### src/rtl/program_loader_module.sv
// Program loader: halts the CPU at an instruction boundary, takes the shared bus,
// writes LOAD_BYTES stream bytes into RAM (MAR strobe, then RAM-in strobe per byte),
// then releases the bus and pulses a CPU reset so execution restarts from address 0.
module program_loader_module #(
  parameter int unsigned LOAD_BYTES = 16
) (
  input  logic       clk,
  input  logic       rst,
  input  logic       start,
  input  logic       abort,
  input  logic [7:0] s_data,
  input  logic       s_valid,
  output logic       s_ready,
  output logic       hold_req,
  input  logic       hold_ack,
  output logic       bus_oe,
  output logic [7:0] bus_out,
  output logic       mai,
  output logic       mi,
  output logic       cpu_rst,
  output logic       busy,
  output logic       done,
  output logic       aborted
);

  typedef enum logic [2:0] {
    StIdle,
    StReq,
    StWaitByte,
    StSetAddr,
    StWrite,
    StRelease
  } state_e;

  // Address arithmetic is 8-bit; LOAD_BYTES=256 ends at 0xFF without wrapping.
  localparam logic [7:0] LastAddr = 8'(LOAD_BYTES - 1);

  state_e     state_q, state_d;
  logic [7:0] addr_q, addr_d;
  logic [7:0] data_q, data_d;
  logic       aborted_q, aborted_d;

  // State and datapath registers; async reset drops the bus immediately.
  always_ff @(posedge clk or posedge rst) begin
    if (rst) begin
      state_q   <= StIdle;
      addr_q    <= 8'h00;
      data_q    <= 8'h00;
      aborted_q <= 1'b0;
    end else begin
      state_q   <= state_d;
      addr_q    <= addr_d;
      data_q    <= data_d;
      aborted_q <= aborted_d;
    end
  end

  // Next-state logic; abort overrides every transition except from IDLE and RELEASE.
  always_comb begin
    state_d   = state_q;
    addr_d    = addr_q;
    data_d    = data_q;
    aborted_d = 1'b0;
    case (state_q)
      StIdle: begin
        // start together with abort is treated as no request at all
        if (start && !abort) begin
          state_d = StReq;
          addr_d  = 8'h00;
        end
      end
      StReq: begin
        if (hold_ack) begin
          state_d = StWaitByte;
        end
      end
      StWaitByte: begin
        if (s_valid) begin
          data_d  = s_data;
          state_d = StSetAddr;
        end
      end
      StSetAddr: begin
        state_d = StWrite;
      end
      StWrite: begin
        if (addr_q == LastAddr) begin
          state_d = StRelease;
        end else begin
          addr_d  = addr_q + 8'd1;
          state_d = StWaitByte;
        end
      end
      StRelease: begin
        state_d = StIdle;
      end
      default: begin
        state_d = StIdle;
      end
    endcase

    if (abort && (state_q != StIdle) && (state_q != StRelease)) begin
      // a latched but unwritten byte is simply dropped
      state_d   = StIdle;
      aborted_d = 1'b1;
    end
  end

  // Moore output decode from registered state only.
  always_comb begin
    s_ready  = 1'b0;
    hold_req = 1'b0;
    bus_oe   = 1'b0;
    bus_out  = 8'h00;
    mai      = 1'b0;
    mi       = 1'b0;
    cpu_rst  = 1'b0;
    done     = 1'b0;
    case (state_q)
      StReq: begin
        hold_req = 1'b1;
      end
      StWaitByte: begin
        hold_req = 1'b1;
        s_ready  = 1'b1;
      end
      StSetAddr: begin
        hold_req = 1'b1;
        bus_oe   = 1'b1;
        bus_out  = addr_q;
        mai      = 1'b1;
      end
      StWrite: begin
        hold_req = 1'b1;
        bus_oe   = 1'b1;
        bus_out  = data_q;
        mi       = 1'b1;
      end
      StRelease: begin
        cpu_rst = 1'b1;
        done    = 1'b1;
      end
      default: begin
      end
    endcase
  end

  assign busy    = (state_q != StIdle);
  assign aborted = aborted_q;

endmodule

### config.mk
export PLATFORM = sky130hd
export DESIGN_NAME = program_loader_module
export DESIGN_NICKNAME = d
export VERILOG_FILES = /design/src/rtl/program_loader_module.sv
export SDC_FILE = /design/constraint.sdc
export NUM_CORES = 1
export LEC_CHECK = 0
export CAP_MARGIN = 10
export CORE_MARGIN = 8
export CORE_UTILIZATION = 40
export DETAILED_ROUTE_END_ITERATION = 8
export GPL_ROUTABILITY_DRIVEN = 0
export PLACE_DENSITY_LB_ADDON = 0.25
export SLEW_MARGIN = 20
export SYNTH_ARGS = -nofsm -noshare
export SYNTH_HDL_FRONTEND = slang
export SYNTH_SLANG_ARGS = --single-unit
### constraint.sdc
create_clock -name clk -period 1.4 [get_ports clk]
set_clock_uncertainty 0.05 [all_clocks]
set_input_delay 0.21 -clock clk [delete_from_list [all_inputs] [get_ports clk]]
set_output_delay 0.21 -clock clk [all_outputs]
set_load 0.01 [all_outputs]
## Word level (Yosys, flattened, before mapping)

Index checks and enable logic that the tools add are counted.

| cells by class | value |
|---|---|
| add/sub/neg operators | 1 |
| equal/unequal tests | 12 |
| muxes and demuxes | 17 |
| reduce and logical (&&, ||, !) cells | 12 |

Operator list:

| kind | number |
|---|---|
| one-hot mux 8 bit (2 select lines) | 2 |
| 2-to-1 mux 8 bit | 2 |
| 2-to-1 mux 3 bit | 5 |
| one-hot mux 3 bit (5 select lines) | 1 |
| != test 3 bit (second input constant) | 4 |
| adder 8 x 1 -> 8 bit (second input constant) | 1 |
| equality test 8 x 4 -> 1 bit (second input constant) | 1 |
| 2-to-1 mux 1 bit | 7 |
| equality test 3 x 2 -> 1 bit (second input constant) | 2 |
| equality test 3 bit (second input constant) | 2 |
| AND reduction 3 bit | 2 |
| != test 2 bit (second input constant) | 2 |
| OR reduction 4 bit | 1 |
| equality test 3 x 1 -> 1 bit (second input constant) | 1 |
| logical AND 1 bit | 3 |
| logical NOT 3 bit | 1 |
| nonzero test 3 bit | 1 |
| AND reduction 2 bit | 1 |
| nonzero test 2 bit | 1 |
| OR reduction 2 bit | 1 |
| logical NOT 1 bit | 1 |

| storage, ports and cells | value |
|---|---|
| bits in registers | 20 |
| input bits | 14 |
| output and inout port bits | 17 |
| logic and storage cells | 46 |

## Longest topological paths before layout

Gate-level depths: netlist of the first run.

| logic depth | value |
|---|---|
| depth after elaboration | 5 |
| mapped depth | 5 |
| gate-level depth less buffers | 5 |

## Worst setup path before layout of the first run

Ideal clock, no wire load.

| path | value |
|---|---|
| kind | register to register |
| from | register state_q[0] |
| to | register data_q[0] |
| setup time | 125 ps |
| data arrival time | 1419 ps |
| required time | 1225 ps |
| path slack | -194 ps |
| stages on the path, launching flop included | 6 |
| path buffers | 1 |
| period minus slack after synthesis | 1594 ps |
| cell sequence | dfrtp_1 nand2b_1 nor2_1 and2_1 buf_2 mux2_2 |

| between the ends | value |
|---|---|
| word-level cells in the longest chain between the ends | 2 |

Ends and longest elaborated chain:

| what | RTL line | source |
|---|---|---|
| start, declared | 38 | `state_e state_q, state_d;` |
| start signal, assigned | 46 | `state_q <= StIdle;` |
| start signal, assigned | 51 | `state_q <= state_d;` |
| equality test 3 x 2 -> 1 bit | 64 | `case (state_q)` |
| AND reduction 2 bit (no source line) | - |  |
| end signal, assigned | 53 | `data_q <= data_d;` |
| end, declared | 40 | `logic [7:0] data_q, data_d;` |

Every way passes these cells.
A chain may end at the register's enable or synchronous reset.

## Final worst setup path of the first run

| path | value |
|---|---|
| from | register state_q[2] |
| to | output port bus_out[0] |

| between the ends | value |
|---|---|
| word-level cells in the longest chain between the ends | 2 |
| elaborated cells on any way between the ends | 3 |
| classes of those cells | eq/ne (2); mux (1) |

Ends and longest elaborated chain:

| what | RTL line | source |
|---|---|---|
| equality test 3 bit or equality test 3 x 2 -> 1 bit (tied branches) | 119 | `case (state_q)` |
| one-hot mux 8 bit (2 select lines) * | 119 |  |
| end, declared | 17 | `output logic [7:0] bus_out,` |

Every way passes the cells marked *; elsewhere a longest branch is shown, timed or not.

==> results by group, run 1 <==
STA
  • Final Hold Vio Count: 0
  • Final min period: 1.778 ns
  • Period utilization: 127.0%
  • Slew margin rel.: 72.03%
  • Maximum clock frequency: 562.4 MHz
  • Slew @ Worst Pin: 0.4164 ns
  • Max Slew Vio Count: 0
  • Final setup vio count: 35
  • Final worst setup slack: -0.3780 ns
  • RSZ-0062 raised after global routing: yes
  • Final setup TNS: -10.72 ns

Worst setup path
  • Worst EP required: 1.14 ns
  • Crit start category: register
  • Crit. End Element: output pin
  • R2R depth: 8
  • Peak fanout along the critical path: 9
  • Crit Path Category: register to output pin
  • Arrival time at the worst endpoint: 1.52 ns

Drt
  • DR WL/cell: 18.28 um
  • Final ANT Viol Nets: 0
  • DRC viols: 0
  • Max Used Layer: met4
  • DRT iter0 DRCs: 43
  • Wl on met1: 1.652 mm
  • WL met2: 1.938 mm
  • Metal3 WL: 199 um
  • Total Wirelength: 3.838 mm
  • DR vias/cell: 5.438
  • Vias: 1,142
  • Drt pass-1 iters: 4

CTS
  • # hold bufs at CTS: 0
  • Num CTS Buffers: 3
  • H-tree Lvls: 1
  • Clock Sinks: 20
  • Clk buf depth: 2
  • Worst-path clk slew: 0.12 ns
  • Root Buffer: clkbuf_4
  • CTS tree: yes
  • Clk_lat worst skew: 0.31 ns

Status
  • Status: finished with violations
  • Failing checks: negative setup slack

Yosys
  • Syn_nets: 122
  • FF+latch count, synth: 20
  • Post-synthesis instance total: 107
  • Area leader, netlist: dfrtp_1
  • Sequential-to-total area share from yosys stat: 43.81%
  • Synthesized cell area: 1142 um2
  • Post-synthesis compound-gate area fraction: 14.79%
  • Post-synth top area share: 43.81%
  • Combinational family with the most area after synthesis: simple AND/OR/NAND/NOR gates
  • Synth Area in Adders: 1.095%
  • Mean post-synth cell area: 10.68 um2
  • Post-Synth Simple-Gate Area: 23.11%
  • Area contributors post-synth: dfrtp_1 44%, mux2_2 7.9%, a22o_1 6.1%, nor2_1 3.3%, nand2b_1 2.7%
  • Yosys warnings: 0
  • Distinct cells, synth: 37
  • Post-synthesis mux area share: 10.08%
  • XOR/XNOR Fraction of Synth Area: 2.300%

Global routing
  • GRT overflow: 0
  • Vias in the first global route: 1,207
  • Initial antenna violation count: 0
  • Gr usage total: 14.00%
  • Largest net degree at the start of global routing: 21
  • Global-route wire length before repair: 5.678 mm

Finish
  • Post-Layout Cell Count: 210
  • Most common cell after layout, fill and taps aside: buf_4
  • Nets@finish: 195
  • Filler Cells Inserted: 188
  • Multi-input logic area: 742.0 um2
  • Sequential cell area: 503.0 um2
  • # diodes: 0
  • Final Instance Area: 2014 um2
  • Most frequent cells in the layout: 27 x buf_4, 22 x buf_6, 18 x dfrtp_1, 13 x clkdlybuf4s50_1, 10 x buf_2
  • Area added between synthesis and finish: 76.34%
  • Share of cells above drive strength 1: 58.10%

Floorplan
  • Die area: 4822 um2
  • Row count: 19
  • Die W: 69.44 um
  • IO Pins: 31
  • Initial Utilization: 41.78%
  • Die Y: 69.44 um
  • Placeable core region: 2734 um2

Job
  • Max-cap violations: 0

Power
  • Max VDD drop: 790.9 uV
  • LEAKAGE: 0.9744 nW
  • Pwr Total: 1.792 mW
  • Power Density: 889.7 nW/um2

Place
  • DP Cell Count: 190
  • Post-DP HPWL: 2.255 mm
  • Port Buffer Count: 30
  • Pre-CTS WS: -0.4285 ns
  • Placed cell area: 1688 um2

Hold path
  • Type of the worst min-delay path: input port to asynchronous set/reset pin
-- synth_stat cells --
cell / instances
o22a_1: 1
a21boi_2: 1
nor3_4: 1
dfrtp_1: 20
o21ai_0: 4
nor4_2: 1
and3_1: 1
clkinv_1: 1
xor2_1: 3
and2_1: 2
nand3b_1: 1
a2111oi_2: 1
or3_1: 1
or2_1: 1
nand3_1: 3
and4bb_2: 1
a21oi_1: 6
a22o_1: 8
a31oi_1: 1
and4_1: 2
mux2_2: 8
nor2_1: 10
nand2b_1: 5
o21bai_1: 1
or3_4: 1
mux2_4: 1
buf_4: 3
and3b_1: 2
inv_1: 2
nor3_1: 2
nand2_1: 5
buf_2: 2
buf_6: 1
nor3b_4: 1
nand4_1: 1
ha_1: 1
mux2i_1: 1
-- cell type report --
class	count	share of cell area (%)
Clock buffer	3	1.118
Clock inverter	1	1.491
Inverter	3	0.9317
Multi-Input combinational cell	78	36.83
Sequential cell	20	24.97
Tap cell	31	1.925
Timing Repair Buffer	74	32.73
-- what timing repair did --
item | in CTS | in global routing
buffers inserted | 13 | 6
resized for setup | 109 | 18
cloned | 1 | 0
pin swaps | 9 | 6
setup endpoints to repair | 36 | 36
-- final timing paths --
| path | startpoint | to | slack, ns |
|---|---|---|---|
| max | state_q[2] | bus_out[0] | -0.38 |
| min in group clk | s_data[6] | data_q[6] | 0.46 |
| max in group asynchronous | rst | state_q[1] | 0.90 |
| max reg2reg | state_q[2] | addr_q[3] | -0.37 |
| min reg2reg | data_q[7] | data_q[7] | 0.48 |
| min | rst | data_q[1] | 0.17 |
-- flip-flops by register name, indices dropped and copies added (netlist names) --
signal and count:
state_q 3, aborted 1, data_q 8, addr_q 8
-- routing by layer --
metal,track usage (%),up-vias
met5,0,-
met4,3.872,0
met3,2.861,10
met2,23.87,34
met1,17.26,570
li1,-,528
-- stage by stage --
step / util, % / hold WS [ns]
final: 73.68 / 0.1685
after global routing: 73.68 / 0.1925
after CTS: 69.98 / 0.1717
after detailed placement: 61.74 / 0.4531
after global placement: 61.74 / 0.4434
after floorplan: - / 0.1238
-- worst max-delay path: stages (launching register included) --
cell and delay [ns]:
dfrtp_1 0.45, buf_4 0.15, or2_4 0.26, inv_8 0.08, a22o_1 0.14, buf_2 0.14
-- report_power, final --
part	total, mW	switching [mW]	internal (mW)
logic	0.524	0.179	0.345
clock network	0.485	0.195	0.289
registers	0.784	0.0869	0.697
total	1.79	0.462	1.33
-- cell families after synthesis --
logic type	after synthesis
simple gates	41
buf+inv	9
flops	20
mux	10
compound gates	23
xor+xnor	3
fa+ha+maj	1
Power figures use the tool's default switching activity.
==> run 2, diff against run 1 <==
--- a/config.mk
+++ b/config.mk
@@ -8,6 +8,7 @@
 export CAP_MARGIN = 10
 export CORE_MARGIN = 8
 export CORE_UTILIZATION = 40
+export CTS_CLUSTER_DIAMETER = 60
 export DETAILED_ROUTE_END_ITERATION = 8
 export GPL_ROUTABILITY_DRIVEN = 0
 export PLACE_DENSITY_LB_ADDON = 0.25
==> constraint.sdc (replaced) <==
create_clock -name clk -period 2.1 [get_ports clk]
set_clock_uncertainty 0.05 [all_clocks]
set_input_delay 0.315 -clock clk [delete_from_list [all_inputs] [get_ports clk]]
set_output_delay 0.315 -clock clk [all_outputs]
set_load 0.01 [all_outputs]
==> results by group, run 2 (synthesized netlist as in run 1, its figures left out) <==
Global routing
  • Gr usage total: 11.81%
  • Largest net degree at the start of global routing: 21
  • GRT overflow: 0
  • Initial antenna violation count: 0
  • Vias in the first global route: 976
  • Global-route wire length before repair: 4.740 mm

Finish
  • Sequential cell area: 500.5 um2
  • Most frequent cells in the layout: 20 x dfrtp_1, 14 x clkdlybuf4s50_1, 10 x nor2_1, 10 x dlygate4sd2_1, 9 x buf_4
  • Largest registers: addr_q (8), data_q (8), state_q (3)
  • Share of cells above drive strength 1: 22.07%
  • # diodes: 0
  • Post-Layout Cell Count: 176
  • Multi-input logic area: 589.3 um2
  • Final Instance Area: 1540 um2
  • Nets@finish: 161
  • Most common cell after layout, fill and taps aside: dfrtp_1
  • Filler Cells Inserted: 257
  • Area added between synthesis and finish: 34.83%

Floorplan
  • Initial Utilization: 41.78%
  • Die area: 4822 um2
  • IO Pins: 31
  • Placeable core region: 2734 um2
  • Die Y: 69.44 um
  • Row count: 19
  • Die W: 69.44 um

CTS
  • Root Buffer: clkbuf_4
  • Num CTS Buffers: 3
  • # hold bufs at CTS: 0
  • Clock Sinks: 20
  • Clk buf depth: 2
  • H-tree Lvls: 1
  • CTS tree: yes
  • Clk_lat worst skew: 0.31 ns
  • Worst-path clk slew: 0.11 ns

Power
  • Internal cell power: 0.6919 mW
  • LEAKAGE: 0.7657 nW
  • Part of the power in combinational logic: 21.2%
  • Flop pwr share: 54.9%
  • Power Density: 608.7 nW/um2
  • Max VDD drop: 567.5 uV
  • Switch Pwr: 0.2456 mW
  • Switching share of power: 26.19%
  • Clk pwr share: 23.8%

Worst setup path
  • Arrival time at the worst endpoint: 1.66 ns
  • Peak fanout along the critical path: 7
  • R2R depth: 5
  • Crit Path Category: register to output pin
  • Worst r2r src: state_q[0]
  • Worst EP required: 1.74 ns
  • Crit start category: register
  • R2R Setup Slk: 0.28 ns
  • Crit. End Element: output pin
  • Reg-to-Reg End: data_q[6]

Place
  • Post-DP HPWL: 2.159 mm
  • Placed cell area: 1475 um2
  • DP Cell Count: 167
  • Port Buffer Count: 30

STA
  • Final setup vio count: 0
  • RSZ-0062 raised after global routing: no
  • Slew margin rel.: 69.73%
  • Maximum clock frequency: 492.8 MHz
  • Final setup TNS: 0 ns
  • Max Slew Vio Count: 0
  • Slew @ Worst Pin: 0.4502 ns
  • Final min period: 2.029 ns
  • Final Hold Vio Count: 0
  • Period utilization: 96.64%

Drt
  • DR vias/cell: 5.489
  • Vias: 966
  • Final ANT Viol Nets: 0
  • Total Wirelength: 2.789 mm
  • Drt pass-1 iters: 4
  • DR WL/cell: 15.85 um
  • DRT iter0 DRCs: 57
  • DRC viols: 0

Job
  • Max-cap violations: 0

Hold path
  • Type of the worst min-delay path: input port to asynchronous set/reset pin

Status
  • Status: completed
[run 2: power by group through the flow]
stage | Sequential [mW] | Clock, mW | Combinational (mW)
finish | 0.515 | 0.223 | 0.199
global route | 0.525 | 0.252 | 0.217
CTS | 0.516 | 0.235 | 0.202
detailed placement | 0.523 | 0 | 0.207
global placement | 0.517 | 0 | 0.199
floorplan | 0.503 | 0 | 0.135
[run 2: per-stage QoR]
step | power [mW] | util, % | setup WS (ns) | hold WS [ns]
2_1_floorplan | 0.6386 | - | 0.4787 | 0.2288
3_3_place_gp | 0.7165 | 53.96 | 0.1210 | 0.4440
3_5_place_dp | 0.7306 | 53.96 | 0.09780 | 0.4472
4_1_cts | 0.9533 | 56.02 | 0.04364 | 0.2705
5_1_grt | 0.9943 | 56.34 | 0.0008672 | 0.2951
6_report | 0.9375 | 56.34 | 0.07061 | 0.2731
[run 2: routing by layer]
metal / wire length, um / track usage [%] / share of wire (%)
met5: 0 / 0 / 0
met3: 181 / 4.721 / 6.5
met2: 1361 / 18.95 / 49
met1: 1217 / 13.52 / 44
met4: 28 / 5.011 / 1.0
[run 2: how the worst max path moves through the flow]
stage	from	end	slack [ns]	cells past startpoint
floorplan	state_q[0]	bus_out[0]	0.48	5
global placement	state_q[1]	bus_out[5]	0.12	3
CTS	state_q[2]	bus_out[5]	0.04	5
global route	state_q[2]	bus_out[7]	0.0009	5
detailed placement	state_q[1]	bus_out[5]	0.1	3
finish	state_q[2]	bus_out[3]	0.07	5
[run 2: cell type report]
class | instances | area share [%]
multi-input combinational | 78 | 38.26
sequential | 20 | 32.49
timing repair buffer | 39 | 23.23
tap | 31 | 2.518
clock buffer | 4 | 2.356
inverter | 3 | 0.8123
timing repair inverter | 1 | 0.3249
[run 2: repair_timing]
action / in CTS / in global routing
endpoints found under the setup margin: 16 / 7
gates resized for setup: 18 / 6
pin swaps: 1 / 0
buffers inserted: 4 / 0
cloned: 1 / 0
[run 2: critical path, stage by stage (launching register included)]
cell	delay (ns)
dfrtp_1	0.42
buf_4	0.14
nor3b_4	0.14
buf_4	0.16
a22o_1	0.22
dlygate4sd2_1	0.28
==> run 3, diff against run 2 <==
--- a/config.mk
+++ b/config.mk
@@ -10,8 +10,7 @@
 export CORE_UTILIZATION = 40
 export CTS_CLUSTER_DIAMETER = 60
 export DETAILED_ROUTE_END_ITERATION = 8
-export GPL_ROUTABILITY_DRIVEN = 0
-export PLACE_DENSITY_LB_ADDON = 0.25
+export PLACE_DENSITY = 0.68
 export SLEW_MARGIN = 20
 export SYNTH_ARGS = -nofsm -noshare
 export SYNTH_HDL_FRONTEND = slang
==> results by group, run 3 (synthesized netlist as in run 1, its figures left out) <==
Status
  • Status: completed

STA
  • RSZ-0062 raised after global routing: no
  • Final hold slack: 0.2847 ns
  • Period utilization: 97.44%
  • Final setup vio count: 0
  • Final min period: 2.046 ns
  • Slew @ Worst Pin: 0.4373 ns
  • Max Slew Vio Count: 0
  • Final Hold Vio Count: 0
  • Slew margin rel.: 70.61%
  • Final setup TNS: 0 ns
  • Maximum clock frequency: 488.7 MHz

Worst setup path
  • Reg-to-Reg End: data_q[1]
  • Crit start category: register
  • Worst r2r src: state_q[0]
  • Arrival time at the worst endpoint: 1.68 ns
  • CP peak stage delay: 0.42 ns
  • R2R depth: 5
  • Worst EP required: 1.74 ns
  • Critical-path cell list: buf_4, or3_4, and2_1, dlygate4sd2_1
  • R2R Setup Slk: 0.24 ns
  • Critical path buffers and inverters: 2
  • Max stage delay cell, worst path: dfrtp_1
  • Crit Path Category: register to output pin
  • CP top delay family: simple AND/OR/NAND/NOR gates
  • Crit. End Element: output pin
  • Peak fanout along the critical path: 8

Finish
  • Area added between synthesis and finish: 35.05%
  • Nets@finish: 159
  • # diodes: 0
  • Largest registers: addr_q (8), data_q (8), state_q (3)
  • Share of cells above drive strength 1: 22.38%
  • Filler Cells Inserted: 243
  • Final Instance Area: 1543 um2
  • Most common cell after layout, fill and taps aside: dfrtp_1
  • Most frequent cells in the layout: 18 x dfrtp_1, 14 x clkdlybuf4s50_1, 12 x dlygate4sd2_1, 10 x nor2_1
  • Post-Layout Cell Count: 174
  • Post-Route Utilization: 56.43%

Drt
  • DRT iter0 DRCs: 43
  • Drt pass-1 iters: 4
  • Vias: 925
  • Total Wirelength: 2.735 mm
  • DR vias/cell: 5.316
  • Final ANT Viol Nets: 0
  • DR WL/cell: 15.72 um
  • DRC viols: 0

Global routing
  • GRT overflow: 0
  • Gr usage total: 11.45%
  • Vias in the first global route: 958
  • Initial antenna violation count: 0
  • Global-route wire length before repair: 4.602 mm
  • Largest net degree at the start of global routing: 21

Place
  • GP Congestion: 0.8044
  • Placed cell area: 1483 um2
  • Post-DP HPWL: 2.127 mm
  • Port Buffer Count: 30
  • DP Cell Count: 168

Power
  • LEAKAGE: 0.8081 nW
  • Max VDD drop: 554.4 uV
  • Power Density: 607.5 nW/um2

Floorplan
  • Die Y: 69.44 um
  • Die W: 69.44 um
  • Row count: 19
  • IO Pins: 31
  • Die area: 4822 um2
  • Placeable core region: 2734 um2
  • Initial Utilization: 41.78%

CTS
  • Clk buf depth: 2
  • Worst-path clk slew: 0.11 ns
  • Root Buffer: clkbuf_4
  • Clock Sinks: 20
  • CTS tree: yes
  • H-tree Lvls: 1
  • Clk_lat worst skew: 0.30 ns
  • # hold bufs at CTS: 0
  • Num CTS Buffers: 3

Job
  • Max-cap violations: 0

Hold path
  • Type of the worst min-delay path: input port to asynchronous set/reset pin
## run 3: cell count changes in the layout (fill, tap and decap cells not counted), moves of 2 or more
cell / before / now
clkinv_2: 2 / 0
dfrtp_2: 0 / 2
clkdlybuf4s15_1: 5 / 0
dlygate4sd2_1: 10 / 12
dfrtp_1: 20 / 18
buf_4: 9 / 7
dlymetal6s2s_1: 1 / 4
## run 3: power by group
part | switching [mW] | total [mW] | leakage [nW] | internal (mW)
Clock | 0.117 | 0.223 | 0.0210 | 0.106
Combinational | 0.0770 | 0.198 | 0.527 | 0.121
Sequential | 0.0515 | 0.516 | 0.260 | 0.464
## run 3: layout make-up
class,instances,area (um2),share of cell area [%]
Multi-Input combinational cell,78,589.3,38.20
Sequential cell,20,503.0,32.60
Timing Repair Buffer,38,359.1,23.28
Tap cell,31,38.79,2.514
Clock buffer,4,36.28,2.352
Inverter,3,16.27,1.054
## run 3: repair_timing
| item | in CTS | in global routing |
|---|---|---|
| endpoints found under the setup margin | 13 | 5 |
| setup buffers | 0 | 2 |
| resized for setup | 16 | 6 |
| hold endpoints to repair | 0 | 0 |
## run 3: worst max path at each step
stage,startpoint,endpoint,slack (ns),depth (start not counted)
floorplan,state_q[0],bus_out[0],0.48,5
global placement,state_q[0],bus_out[4],0.16,5
detailed placement,state_q[0],bus_out[5],0.10,5
CTS,state_q[0],mai,0.003,4
global route,state_q[2],hold_req,0.009,4
finish,state_q[2],hold_req,0.05,4
## run 3: worst reg2reg max path, delay by kind of cell (launching register included)
family,cells,cell delay [ns]
buffers and inverters,1,0.17
multiplexers,1,0.39
AND/OR/NAND/NOR,3,0.68
flip-flops,1,0.46
## run 3: layer usage
layer / up-vias / track usage [%] / share of wire, %
met5: - / 0 / 0
met4: 0 / 2.278 / 0.59
met3: 2 / 4.149 / 4.8
met2: 21 / 19.16 / 50
met1: 444 / 13.66 / 45
li1: 458 / - / -
## run 3: stage by stage
| step | total power, mW | worst slack (ns) |
|---|---|---|
| detailed placement | 0.7294 | 0.1025 |
| CTS | 0.9446 | 0.002512 |
| global placement | 0.7164 | 0.1563 |
| global route | 0.9903 | 0.009126 |
| finish | 0.9372 | 0.05370 |
| floorplan | 0.6386 | 0.4787 |
